File: src/rtl/gray_decoder.sv
// ============================================================================
// gray_decoder: gray-to-binary receiver with single-step stream checking,
// saturating wrap counter and sticky error/overflow flags.
// Revision: 1.0
// ============================================================================
`default_nettype none

module gray_decoder #(
  parameter int WIDTH = 3,
  parameter int CNT_W = 8
) (
  input  logic             Clk,
  input  logic             Reset,
  input  logic             Valid,
  input  logic [WIDTH-1:0] GrayIn,
  input  logic             Resync,
  output logic [WIDTH-1:0] Binary,
  output logic             OutValid,
  output logic             Locked,
  output logic             Error,
  output logic             Overflow,
  output logic [CNT_W-1:0] WrapCount
);

  localparam logic [1:0] S_UNLOCKED = 2'd0;
  localparam logic [1:0] S_LOCKED   = 2'd1;
  localparam logic [1:0] S_ERROR    = 2'd2;

  localparam logic [WIDTH-1:0] C_BIN_MAX = {WIDTH{1'b1}};
  localparam logic [CNT_W-1:0] C_CNT_MAX = {CNT_W{1'b1}};

  logic [1:0]       r_state;
  logic [WIDTH-1:0] r_binary;
  logic             r_out_valid;
  logic             r_overflow;
  logic [CNT_W-1:0] r_wrap_cnt;
  logic [WIDTH-1:0] w_dec;
  logic             w_hold;
  logic             w_step;
  logic             w_wrap;

  // Prefix-XOR from the MSB down.
  always_comb begin
    w_dec[WIDTH-1] = GrayIn[WIDTH-1];
    for (int i = WIDTH - 2; i >= 0; i--) begin
      w_dec[i] = w_dec[i+1] ^ GrayIn[i];
    end
  end

  assign w_hold = (w_dec == r_binary);
  assign w_step = (r_binary != C_BIN_MAX) && (w_dec == r_binary + WIDTH'(1));
  assign w_wrap = (r_binary == C_BIN_MAX) && (w_dec == '0);

  always_ff @(posedge Clk) begin
    if (Reset) begin
      r_state     <= S_UNLOCKED;
      r_binary    <= '0;
      r_out_valid <= 1'b0;
      r_overflow  <= 1'b0;
      r_wrap_cnt  <= '0;
    end else begin
      r_out_valid <= 1'b0;
      if (Resync) begin
        // A sample on the resync edge relocks immediately, with no wrap check.
        if (Valid) begin
          r_binary    <= w_dec;
          r_out_valid <= 1'b1;
          r_state     <= S_LOCKED;
        end else begin
          r_state <= S_UNLOCKED;
        end
      end else if (Valid) begin
        case (r_state)
          S_UNLOCKED: begin
            r_binary    <= w_dec;
            r_out_valid <= 1'b1;
            r_state     <= S_LOCKED;
          end
          S_LOCKED: begin
            if (w_hold || w_step) begin
              r_binary    <= w_dec;
              r_out_valid <= 1'b1;
            end else if (w_wrap) begin
              r_binary    <= '0;
              r_out_valid <= 1'b1;
              r_overflow  <= 1'b1;
              if (r_wrap_cnt != C_CNT_MAX) begin
                r_wrap_cnt <= r_wrap_cnt + CNT_W'(1);
              end
            end else begin
              r_state <= S_ERROR;
            end
          end
          default: begin
            r_state <= r_state;
          end
        endcase
      end
    end
  end

  assign Binary    = r_binary;
  assign OutValid  = r_out_valid;
  assign Locked    = (r_state == S_LOCKED);
  assign Error     = (r_state == S_ERROR);
  assign Overflow  = r_overflow;
  assign WrapCount = r_wrap_cnt;

endmodule

`default_nettype wire

File: config.mk
export PLATFORM = sky130hd
export DESIGN_NAME = gray_decoder
export DESIGN_NICKNAME = d
export VERILOG_FILES = /design/src/rtl/gray_decoder.sv
export SDC_FILE = /design/constraint.sdc
export NUM_CORES = 1
export LEC_CHECK = 0
export ABC_AREA = 1
export CORE_ASPECT_RATIO = 0.75
export CORE_MARGIN = 2
export CORE_UTILIZATION = 53
export CTS_CLUSTER_DIAMETER = 150
export DETAILED_ROUTE_END_ITERATION = 10
export PLACE_DENSITY = 0.8
export SYNTH_ARGS = -nofsm -noshare
export SYNTH_HDL_FRONTEND = slang
export SYNTH_SLANG_ARGS = --single-unit
File: constraint.sdc
create_clock -name Clk -period 4.3 [get_ports Clk]
set_clock_uncertainty 0.05 [all_clocks]
set_input_delay 0.86 -clock Clk [delete_from_list [all_inputs] [get_ports Clk]]
set_output_delay 0.86 -clock Clk [all_outputs]
set_load 0.05 [all_outputs]
==> summary.txt <==
Final layout
  • Share of layout cells above drive strength 1: 10.0%
  • Final cell count without fillers: ~190
  • Final instance area: 1250 µm²
  • N_diodes: 0
  • Multi-input logic area: roughly 610 µm²
  • Final #Nets: 182
  • Fill cells: 143
  • Core Util, Final: between 70% and 80%
  • FF+latch area: ~300 µm²
  • Area growth syn-to-layout: 26.8%

Logic synthesis
  • Post-synth EDFFs: 0
  • Yosys warnings: 0
  • Synth top area cells: dfxtp_1, nand2_1, nand3_1, a21oi_1, inv_1
  • Syn avg cell area: 6.74 µm²
  • Count leader, synth: nand2_1
  • Area share of the largest cell type after synthesis: 30.5%
  • Post-synth cell types: 23
  • Yosys reg bits: 15
  • Synth Flop Type: dfxtp_1
  • Synth async-reset ratio: 0%
  • Cell taking the most area after synthesis: dfxtp_1
  • Seq/Total Area, Yosys: 30.5%
  • Syn_nets: 157
  • Mapped Area: 985 µm²
  • Top cell types by occurrence after synthesis: nand2_1, nand3_1, inv_1
  • Cells after synthesis: 146

Pwr
  • Pwr dens: 251 nW/µm²
  • Leak pwr: 0.543 nW
  • Max IR drop VDD: 260 µV
  • Total power: 0.000314 W

STA
  • Worst rel slew slack: 66.8%
  • Pins Over Slew Limit: 0
  • Setup TNS: 0 ps
  • Final worst path period need: around 2900 ps
  • RSZ-0062 raised after global routing: false
  • Final worst path period share: 67.3%
  • Final hold vios: 0
  • Max Fclk: about 350 MHz
  • Final setup violation count: 0
  • Worst slew pin tran: between 400 and 500 ps

Placed design
  • Placed inst area: ~1200 µm²
  • Placed cell count: approximately 190
  • DP Wirelength: 1940 µm
  • # port buffers: 21
  • RD Place Congestion: roughly 0.87

Min path
  • Min-delay src: Overflow$_SDFFE_PP0P_
  • HP Class: reg2reg
  • WHS Path Cells: 1

Global route
  • Routing usage on met2: 41.2%
  • Largest net degree at the start of global routing: 12
  • Vias in the first global route: a little under 900
  • GRT Overall Usage: 24.7%
  • First-pass GRT wire length: 3710 µm
  • Global Route met3 Usage: 6.79%
  • GRT met1 Usage: 30.9%
  • GRT overflow: 0
  • Initial antenna violation count: 0
  • Busiest grt layer: met2

Outcome
  • Outcome: finished clean

Floorplanning
  • Rows: 13
  • Die ar.: between 2000 and 2500 µm²
  • Core Box Area: 1740 µm²
  • Starting Density: 56.6%
  • Die H: 41.3 µm
  • Top Ports: 22
  • Die X: 53.8 µm

Critical path
  • R2r endpoint: WrapCount[6]$_SDFFE_PP0P_
  • Peak fanout along the critical path: 8
  • Crit. Startpoint: GrayIn[2]
  • Req. time, crit path: 4440 ps
  • Worst reg2reg path startpoint: Binary[0]$_SDFFE_PP0P_
  • Critical Path Source Type: input pin
  • R2r setup slk: 2370 ps
  • Crit path arrival time: 3040 ps
  • CP endpoint: WrapCount[6]$_SDFFE_PP0P_
  • R2R depth: 10
  • Crit path kind: in2reg
  • CP Capture Type: flop

Clock tree
  • TritonCTS clock tree: built
  • Clock sinks: 15
  • CTS HTree Levels: 1
  • CTS Buffer Depth: 2
  • Num CTS Buffers: 3
  • CTS Hold Bufs: 0
  • Clock Latency Late Sink: 290 ps
  • Post-CTS Setup Repair Bufs: 0
  • Root buffer cell: clkbuf_4
  • Post-cts repair resize count: 0
  • Clk pin slew, worst setup/hold paths: 90 ps

Route
  • Via count: 1,034
  • DRT Wirelength: 2510 µm
  • WL/cell: around 13 µm
  • DR iter-0 viols: 21
  • Vias per inst: about 5.4
  • Drc violations: 0
  • Post-route ant nets: 0
  • Router iterations before antenna repair: 4

Job
  • Maxcap violations: 0
## critical path, stage by stage
cell and delay (ps):
clkdlybuf4s50_1 620, inv_2 110, nand2_2 100, nand2_2 60, ha_1 320, inv_1 60, nand2_1 60, nand2_1 70
nand2_1 90, nor2_1 60, nor2_2 120, nand4_2 220, o21ai_1 230, nor2_1 60
## layer usage
metal | up-vias | part of all wire, %
met5 | - | 0
met4 | 0 | 1.6
met2 | 37 | 48
met1 | 472 | 43
met3 | 4 | 7.6
li1 | 521 | -
## per-stage QoR
stage,setup slack (ps),hold slack (ps)
after floorplan,2040,432
after global placement,1270,404
after detailed placement,1150,410
after CTS,1460,442
after global routing,1240,462
final,1400,440
## worst min-delay path by stage
stage | end | slack [ps]
after floorplan | r_state[1]$_SDFFE_PP0P_ | 430
after CTS | Overflow$_SDFFE_PP0P_ | 440
after global placement | Overflow$_SDFFE_PP0P_ | 400
after global routing | Overflow$_SDFFE_PP0P_ | 460
final | Overflow$_SDFFE_PP0P_ | 440
after detailed placement | Overflow$_SDFFE_PP0P_ | 410
## sequential cells by signal (all words and copies together), names as in the netlist
| name | count |
|---|---|
| OutValid | 1 |
| Binary | 3 |
| r_state | 2 |
| WrapCount | 8 |
| Overflow | 1 |
## where the power goes
group / leakage, nW / internal [W] / total, W / switching [W]
combinational: 0.407 / 0.0000292 / 0.0000810 / 0.0000518
sequential: 0.122 / 0.000142 / 0.000147 / 0.00000420
clock: 0.0139 / 0.0000354 / 0.0000863 / 0.0000509
total: 0.543 / 0.000207 / 0.000314 / 0.000107
## cells by family (layout without fill, tap and decap cells)
group	after synthesis	in the layout	synth area share, %
XOR/XNOR	6	6	5.34
buffers and inverters	21	45	8.00
AO/OA/AOI/OAI	20	20	10.4
adder cells (fa/ha/maj)	4	4	5.08
flip-flops	15	15	30.5
AND/OR/NAND/NOR	80	80	40.7
## layout by cell type (no fill, tap or decap)
master	netlist	layout
nand3_1	23	23
o21ai_0	1	1
nor2_4	1	1
nor2_1	13	13
nand3_4	1	1
nor2_2	1	1
clkbuf_4	0	3
clkdlybuf4s50_1	0	21
ha_1	4	4
dfxtp_1	15	15
xor2_1	2	2
nand4_2	1	1
nand2_1	32	32
inv_2	2	2
nand3_2	1	1
clkinv_1	1	1
a21oi_1	15	15
nor2_8	1	1
clkinvlp_4	0	1
nand2_2	5	5
o21ai_1	3	3
inv_1	17	17
nand3b_1	1	1
xnor2_1	4	4
o21a_1	1	1
## final cells by class
| cell class | count | area share [%] |
|---|---|---|
| clock inverter | 1 | 0.601 |
| sequential | 15 | 24.0 |
| multi-input combinational | 110 | 48.5 |
| timing repair buffer | 21 | 16.8 |
| inverter | 20 | 6.01 |
| clock buffer | 3 | 1.80 |
| tap | 22 | 2.20 |
No activity file was read; power rests on OpenSTA's default activity.
